## src/rtl/input_pkg.sv

```systemverilog
// -----------------------------------------------------------------------------
// input_pkg
// Shared definitions for the rotary encoder front-end:
//   quad_state_t             quadrature FSM state encoding
//   ENC_REST                 {A,B} value of an encoder sitting on a detent
//   DEBOUNCE_CYCLES_DEFAULT  default filter length (stable cycles)
// -----------------------------------------------------------------------------
package input_pkg;

  typedef enum logic [2:0] {
    Q_IDLE = 3'd0,
    Q_CW1  = 3'd1,
    Q_CW2  = 3'd2,
    Q_CW3  = 3'd3,
    Q_CCW1 = 3'd4,
    Q_CCW2 = 3'd5,
    Q_CCW3 = 3'd6,
    Q_ERR  = 3'd7
  } quad_state_t;

  localparam logic [1:0]  ENC_REST                = 2'b11;
  localparam int unsigned DEBOUNCE_CYCLES_DEFAULT = 4;

endpackage

```

## src/rtl/debounce.sv

```systemverilog
// -----------------------------------------------------------------------------
// debounce
// Two-flop synchroniser followed by an optional stability filter for one
// asynchronous pin.
//   Build macro: ROTARY_DEBOUNCE_EN (filter present when defined, otherwise
//   the output is the synchroniser output).
// Parameters:
//   CYCLES   consecutive differing cycles needed before the output changes
//   RST_VAL  reset value of the synchroniser flops and the filtered output
// Ports:
//   clk      system clock
//   n_reset  asynchronous active-low reset
//   pin_i    raw asynchronous pin
//   filt_o   synchronised (and filtered) level
// -----------------------------------------------------------------------------
module debounce #(
  parameter int unsigned CYCLES  = 4,
  parameter logic        RST_VAL = 1'b0
) (
  input  logic clk,
  input  logic n_reset,
  input  logic pin_i,
  output logic filt_o
);

  logic [1:0] sync_q;

  always_ff @(posedge clk or negedge n_reset) begin
    if (!n_reset) sync_q <= {2{RST_VAL}};
    else          sync_q <= {sync_q[0], pin_i};
  end

`ifdef ROTARY_DEBOUNCE_EN
  localparam int CNT_W = $clog2(CYCLES + 1);

  logic             filt_q, filt_d;
  logic [CNT_W-1:0] cnt_q, cnt_d;

  // The counter tracks how long the synchronised level has disagreed with
  // the filtered one. Any agreement (a glitch ending) clears it.
  always_comb begin
    filt_d = filt_q;
    cnt_d  = '0;
    if (sync_q[1] != filt_q) begin
      if (cnt_q == CNT_W'(CYCLES - 1)) filt_d = sync_q[1];
      else                             cnt_d  = cnt_q + 1'b1;
    end
  end

  always_ff @(posedge clk or negedge n_reset) begin
    if (!n_reset) begin
      filt_q <= RST_VAL;
      cnt_q  <= '0;
    end else begin
      filt_q <= filt_d;
      cnt_q  <= cnt_d;
    end
  end

  assign filt_o = filt_q;
`else
  // Filter compiled out: the cycle count has no effect in this build.
  logic unused_cycles;
  assign unused_cycles = ^CYCLES;
  assign filt_o        = sync_q[1];
`endif

endmodule

```

## src/rtl/rotary_decoder.sv

```systemverilog
// -----------------------------------------------------------------------------
// rotary_decoder
// Quadrature rotary encoder + push switch front-end for the volume counter.
// Pins are synchronised (and debounced when ROTARY_DEBOUNCE_EN is defined),
// a quadrature FSM emits one up/down strobe per full detent, and each new
// press toggles mode.
// Build macro: ROTARY_DEBOUNCE_EN (enables per-input debounce filters).
// Parameters:
//   DEBOUNCE_CYCLES  stable cycles before a filtered input changes (1..255)
// Ports:
//   clk      system clock, rising edge
//   n_reset  asynchronous active-low reset
//   enc_a    encoder channel A (async, rests high)
//   enc_b    encoder channel B (async, rests high)
//   push     push switch (async, active high)
//   up       one-cycle strobe per clockwise detent
//   down     one-cycle strobe per counter-clockwise detent
//   mode     level, toggles on each accepted press
// -----------------------------------------------------------------------------
module rotary_decoder
  import input_pkg::*;
#(
  parameter int unsigned DEBOUNCE_CYCLES = DEBOUNCE_CYCLES_DEFAULT
) (
  input  logic clk,
  input  logic n_reset,
  input  logic enc_a,
  input  logic enc_b,
  input  logic push,
  output logic up,
  output logic down,
  output logic mode
);

  logic a_f, b_f, push_f;

  debounce #(.CYCLES(DEBOUNCE_CYCLES), .RST_VAL(1'b1)) u_deb_a (
    .clk(clk), .n_reset(n_reset), .pin_i(enc_a), .filt_o(a_f)
  );
  debounce #(.CYCLES(DEBOUNCE_CYCLES), .RST_VAL(1'b1)) u_deb_b (
    .clk(clk), .n_reset(n_reset), .pin_i(enc_b), .filt_o(b_f)
  );
  debounce #(.CYCLES(DEBOUNCE_CYCLES), .RST_VAL(1'b0)) u_deb_push (
    .clk(clk), .n_reset(n_reset), .pin_i(push), .filt_o(push_f)
  );

  logic [1:0]  ab;
  quad_state_t state_q, state_d;
  logic        up_q, up_d, down_q, down_d;
  logic        mode_q, mode_d, push_prev_q;

  assign ab = {a_f, b_f};

  // Quadrature tracker. Inputs not listed for a state are the "unchanged"
  // value and hold. Strobes fire only when the last quarter step of a
  // detent returns to rest; backing out to rest early emits nothing.
  always_comb begin
    state_d = state_q;
    up_d    = 1'b0;
    down_d  = 1'b0;
    case (state_q)
      Q_IDLE: begin
        case (ab)
          2'b01:   state_d = Q_CW1;
          2'b10:   state_d = Q_CCW1;
          2'b00:   state_d = Q_ERR;
          default: state_d = state_q;
        endcase
      end
      Q_CW1: begin
        case (ab)
          2'b00:   state_d = Q_CW2;
          2'b11:   state_d = Q_IDLE;
          2'b10:   state_d = Q_ERR;
          default: state_d = state_q;
        endcase
      end
      Q_CW2: begin
        case (ab)
          2'b10:   state_d = Q_CW3;
          2'b01:   state_d = Q_CW1;
          2'b11:   state_d = Q_ERR;
          default: state_d = state_q;
        endcase
      end
      Q_CW3: begin
        case (ab)
          2'b11: begin
            state_d = Q_IDLE;
            up_d    = 1'b1;
          end
          2'b00:   state_d = Q_CW2;
          2'b01:   state_d = Q_ERR;
          default: state_d = state_q;
        endcase
      end
      Q_CCW1: begin
        case (ab)
          2'b00:   state_d = Q_CCW2;
          2'b11:   state_d = Q_IDLE;
          2'b01:   state_d = Q_ERR;
          default: state_d = state_q;
        endcase
      end
      Q_CCW2: begin
        case (ab)
          2'b01:   state_d = Q_CCW3;
          2'b10:   state_d = Q_CCW1;
          2'b11:   state_d = Q_ERR;
          default: state_d = state_q;
        endcase
      end
      Q_CCW3: begin
        case (ab)
          2'b11: begin
            state_d = Q_IDLE;
            down_d  = 1'b1;
          end
          2'b00:   state_d = Q_CCW2;
          2'b10:   state_d = Q_ERR;
          default: state_d = state_q;
        endcase
      end
      Q_ERR: begin
        if (ab == ENC_REST) state_d = Q_IDLE;
      end
      default: state_d = Q_ERR;
    endcase
  end

  // Toggle only on the rising edge of the filtered press.
  assign mode_d = mode_q ^ (push_f & ~push_prev_q);

  always_ff @(posedge clk or negedge n_reset) begin
    if (!n_reset) begin
      state_q     <= Q_IDLE;
      up_q        <= 1'b0;
      down_q      <= 1'b0;
      mode_q      <= 1'b0;
      push_prev_q <= 1'b0;
    end else begin
      state_q     <= state_d;
      up_q        <= up_d;
      down_q      <= down_d;
      mode_q      <= mode_d;
      push_prev_q <= push_f;
    end
  end

  assign up   = up_q;
  assign down = down_q;
  assign mode = mode_q;

endmodule
```

## config.mk

```make
export PLATFORM = sky130hd
export DESIGN_NAME = rotary_decoder
export DESIGN_NICKNAME = d
export VERILOG_FILES = /design/src/rtl/input_pkg.sv /design/src/rtl/debounce.sv /design/src/rtl/rotary_decoder.sv
export SDC_FILE = /design/constraint.sdc
export NUM_CORES = 1
export LEC_CHECK = 0
export CAP_MARGIN = 5
export CORE_ASPECT_RATIO = 1.5
export CORE_MARGIN = 8
export CORE_UTILIZATION = 40
export DETAILED_ROUTE_END_ITERATION = 7
export GPL_TIMING_DRIVEN = 0
export PLACE_DENSITY = 0.62
export SYNTH_ARGS = -nofsm -noshare
export SYNTH_HDL_FRONTEND = slang
export SYNTH_SLANG_ARGS = --single-unit
```

## constraint.sdc

```tcl
create_clock -name clk -period 2.45 [get_ports clk]
set_input_delay 0.3675 -clock clk [delete_from_list [all_inputs] [get_ports clk]]
set_output_delay 0.3675 -clock clk [all_outputs]
set_load 0.05 [all_outputs]
```

=== After elaboration in Yosys (flattened, before gate mapping) ===
Index checks and enable logic that the tools add are counted.

* Mux-type cells: 12
* Equal/unequal tests: 18
* Reductions and logical operators: 3
* Bitwise logic cells: 3

{| class="wikitable"
|+ Operators by type and width
! operator !! number
|-
| $pmux W3 S3 || 7
|-
| $ne A4 B4 Y1 const B || 7
|-
| $pmux W3 S8 || 1
|-
| $eq A3 B3 Y1 const B || 4
|-
| $reduce_and A8 Y1 || 1
|-
| $eq A3 B2 Y1 const B || 2
|-
| $eq A2 B2 Y1 const B || 2
|-
| $eq A3 B1 Y1 const B || 1
|-
| $logic_not A3 Y1 || 1
|-
| $mux W1 || 3
|-
| $mux W3 || 1
|-
| $eq A2 B1 Y1 const B || 1
|-
| $logic_not A2 Y1 || 1
|-
| $ne A2 B2 Y1 const B || 1
|-
| $and A1 B1 Y1 || 1
|-
| $not A1 Y1 || 1
|-
| $xor A1 B1 Y1 || 1
|}

* Word-level logic and storage cells: 44
* Bits of input ports: 5
* Output and inout port bits: 3
* Flip-flop bits (word level): 13

=== Depth between registers and ports, before layout ===
Gate-level depths: netlist (run 1).

* Depth after elaboration: 3
* Mapped depth: 8
* Gate-level depth less buffers: 7

=== Cells and area by module ===
Synthesis (run 1) repeated with hierarchy kept, for this count alone.

* Cell total of the unflattened synthesis: 70
* Area, all modules: 757.0 um^2

{| class="wikitable"
|+ Modules (own cells, without submodules)
! module !! cells each !! seq. area each (um^2) !! times used !! area an instance (um^2)
|-
| rotary_decoder || 64 || 175.2 || 1 || 601.8
|-
| debounce (u_deb_a ...) || 2 || 52.6 || 2 || 52.6
|-
| debounce (u_deb_push) || 2 || 50.0 || 1 || 50.0
|}

=== Worst setup path before layout (run 1) ===
No wires, ideal clock.

* Path type: register -> register
* From: reg u_deb_a.sync_q[1]
* To: reg state_q[1]
* Buffers on the path: 1
* Required time: 2.314 ns
* Stages on the path, launching flop included: 9
* Setup time: 0.136 ns
* Data arrival time: 1.848 ns
* Period minus slack after synthesis: 1.983 ns
* Slack: 0.467 ns
* Cells stage by stage: dfstp_2 > inv_1 > ha_1 > nand2b_1 > a21oi_1 > or4_1 > buf_4 > mux2i_1 > nor3_2

* Cells in the longest elaborated chain, start to end: 3
* Elaborated cells between the ends (all ways): 21
* Classes of those cells: eq/ne (11); mux (8); reduce/logical (2)

{| class="wikitable"
|+ RTL lines
! what !! line !! text
|-
| start, declared || debounce.sv:26 || <nowiki>logic [1:0] sync_q;</nowiki>
|-
| start signal, assigned || debounce.sv:29 || <nowiki>if (!n_reset) sync_q <= {2{RST_VAL}};</nowiki>
|-
| start signal, assigned || debounce.sv:30 || <nowiki>else sync_q <= {sync_q[0], pin_i};</nowiki>
|-
| $eq A2 B2 Y1 (tied with other cells) || n/a ||
|-
| $pmux W3 S3 (tied with other cells) || rotary_decoder.sv:114 || <nowiki>case (ab)</nowiki>
|-
| $pmux W3 S8 or $reduce_and A8 Y1 (tied branches) || n/a ||
|-
| end signal, assigned || rotary_decoder.sv:142 || <nowiki>state_q <= state_d;</nowiki>
|-
| end, declared || rotary_decoder.sv:48 || <nowiki>quad_state_t state_q, state_d;</nowiki>
|}

Several ways; a longest one is shown, not always the timed one. The select of a mux whose other input is x is not followed.
A chain may end at the register's enable or synchronous reset.

=== Worst setup path after layout (run 1) ===
Same ends and word-level chain as after synthesis.

==> impl_metrics.ini, run 1 <==
[run_status]
outcome = finished, final reports clean

[synth]
ys.flop_type = dfrtp_1
synth_top_area_cell = dfrtp_1
synth-edff-count = 0
yosysWarnings = 0
ys_ff_latch = 13
synth_top_cell_area_share = 0.288
synthArstFlopShare = 1.00
synthTopCellsByArea = dfrtp_1, dfstp_2, ha_1
syn_avg_cell_area_um2 = 10.3
seq_area_frac_synth = 0.422
syn-instance-count = 76
synth_area_um2 = 783
synth.net_count = 88
synth_cell_type_count = 33
ys_top_cells_by_count = dfrtp_1, ha_1, inv_1
yosysMostFrequentCell = dfrtp_1

[drt]
viasPerCell = 5.69
first_pass_iters = 4
wl_um = 1600
antenna_left = 0
drtIter0Drc = 22
wl_per_cell_um = 14.8
via_count = 615
drcViolationCount = 0

[place]
placed_cells = 104
place_hpwl_um = 1140
place_congestion = 0.860
io_buffers = 7
dpl_cell_area_um2 = 880

[pwr]
power_density_mw_per_mm2 = 1070
peakVddDrop_mv = 0.439
leakagePower_nw = 0.395
finalPower_mw = 0.969

[global_routing]
grt_pass1_wl_um = 2720
antenna_found_initial = 0
grt_usage = 0.0973
grt_pass1_vias = 616
grt_max_degree = 14
overflow = 0

[timing]
drv_slew = 0
setup_tns_ns = 0
min_period_ns = 2.17
post-route-period-util = 0.884
skew_ns = 0.00438
hold_viol_final = 0
fmax_mhz = 462
final-setup-viol-count = 0
relSlewSlack = 0.557
rsz0062_at_grt = false
tightestPinTransition_ns = 0.648

[worst_setup_path]
worstPathArrival_ns = 2.33
cp_max_fo = 8
required_ns = 2.61
max_stage_delay_ns = 0.58
worstPathCellList = ha_1, or3_1, o22ai_1, or4_1, buf_4, mux2i_1, nor3_2
end_kind = register
crit_type = reg2reg
slowest_stage = dfstp_2
startpoint_type = register

[worst_hold_path]
hold_path.class = reg2reg

[clock_tree]
post-cts-setup-buffers = 0
clockRootBuffer = clkbuf_4
cts.clk_slew.worst_paths_ns = 0.08
numCtsBuffers = 3
cts_max_level = 1
cts-resized-gates = 0
hold_buffers = 0
clock_latency_ns = 0.29
clock_sinks = 13
cts_max_path_buffers = 2
cts_tree = built

[die]
initial_core_util = 0.428
io_pins = 8
fp-row-count = 19
die_w_um = 52.1
die_h_um = 70.2
die-area_mm2 = 0.00366
core_area_mm2 = 0.00183

[cells_and_area]
diodes = 0
layout-drive-gt1-share = 0.149
area_delta_synth_final_pct = 15.7
n_fill_cell = 173
final_cells = 108
finalNetCount = 100
design_area_um2 = 906

[flow_run]
drv_cap = 0
[metal layers]
metal / vias to the layer above / routed length [um] / GRT usage
met5: - / 0 / 0
met4: 0 / 52 / 0.0780
met3: 5 / 36 / 0.0212
met2: 8 / 895 / 0.165
met1: 309 / 611 / 0.0949
li1: 293 / - / -
[power breakdown]
group          switching (mW)  total (mW)  internal [mW]
combinational           0.279       0.518          0.239
sequential             0.0484       0.311          0.262
clock                  0.0764       0.140         0.0635
[worst paths after layout]
kind | from | to | slack [ns] | depth (start not counted)
max | u_deb_a.sync_q[1] | state_q[1] | 0.28 | 7
min in group asynchronous | n_reset | state_q[0] | 0.42 | 1
min reg2reg | u_deb_push.sync_q[0] | u_deb_push.sync_q[1] | 0.36 | 0
min | u_deb_push.sync_q[0] | u_deb_push.sync_q[1] | 0.36 | 0
max in group asynchronous | n_reset | u_deb_b.sync_q[1] | 1.66 | 1
max reg2reg | u_deb_a.sync_q[1] | state_q[1] | 0.28 | 7
[cell usage in the layout, fill, tap and decap left out, types with 2 or more instances in the layout]
| cell | n |
|---|---|
| nor2_1 | 4 |
| nand2b_1 | 4 |
| nor2b_1 | 3 |
| dfstp_2 | 4 |
| or3_1 | 2 |
| a2111oi_0 | 3 |
| clkbuf_4 | 3 |
| o31ai_1 | 2 |
| dfrtp_1 | 9 |
| clkbuf_1 | 2 |
| or3b_1 | 2 |
| o21ai_0 | 3 |
| a21oi_1 | 2 |
| clkdlybuf4s50_1 | 7 |
| inv_1 | 6 |
| a21o_1 | 2 |
| nand2_1 | 3 |
| ha_1 | 7 |
| o22ai_1 | 2 |
| buf_2 | 2 |
[kinds of logic after synthesis]
group           synth area share
flops                      0.422
mux                       0.0415
compound gates             0.174
xor+xnor                  0.0112
fa+ha+maj                  0.112
buf+inv                   0.0559
simple gates               0.184
[stage by stage]
| step | hold WS [ns] | utilization | setup slack, ns |
|---|---|---|---|
| 6_report | 0.359 | 0.495 | 0.284 |
| 4_1_cts | 0.365 | 0.495 | 0.286 |
| 3_3_place_gp | 0.331 | 0.481 | 0.337 |
| 2_1_floorplan | 0.0719 | - | 0.467 |
| 3_5_place_dp | 0.347 | 0.481 | 0.313 |
| 5_1_grt | 0.366 | 0.495 | 0.212 |
[state kept, by name, indices dropped and copies added, names as in the netlist]
name	flops
u_deb_push.sync_q	2
push_prev_q	1
state_q	3
mode	1
u_deb_b.sync_q	2
down	1
u_deb_a.sync_q	2
up	1
[critical path, delay by kind of cell, from the launching register on]
kind / cells / cell delay (ns)
AO/OA/AOI/OAI: 1 / 0.05
adder cells (fa/ha/maj): 1 / 0.31
buffers and inverters: 1 / 0.17
flip-flops: 1 / 0.58
multiplexers: 1 / 0.18
AND/OR/NAND/NOR: 3 / 0.75
[cell type report]
cell class,count,area [um^2],share of cell area
repair buffers,7,70.1,0.0773
multi-input cells,53,409,0.452
clock buffers,4,26.3,0.0290
plain buffers,4,21.3,0.0235
flip-flops and latches,13,330,0.365
inverters,6,22.5,0.0249
well taps,21,26.3,0.0290
(Power assumes the default switching activity.)
==> inputs of run 2 (changes only) <==
Settings changed: CTS_CLUSTER_DIAMETER set to 50.
==> results of run 2 <==
No change in the layout: final DEF, timing and power equal those of run 1.
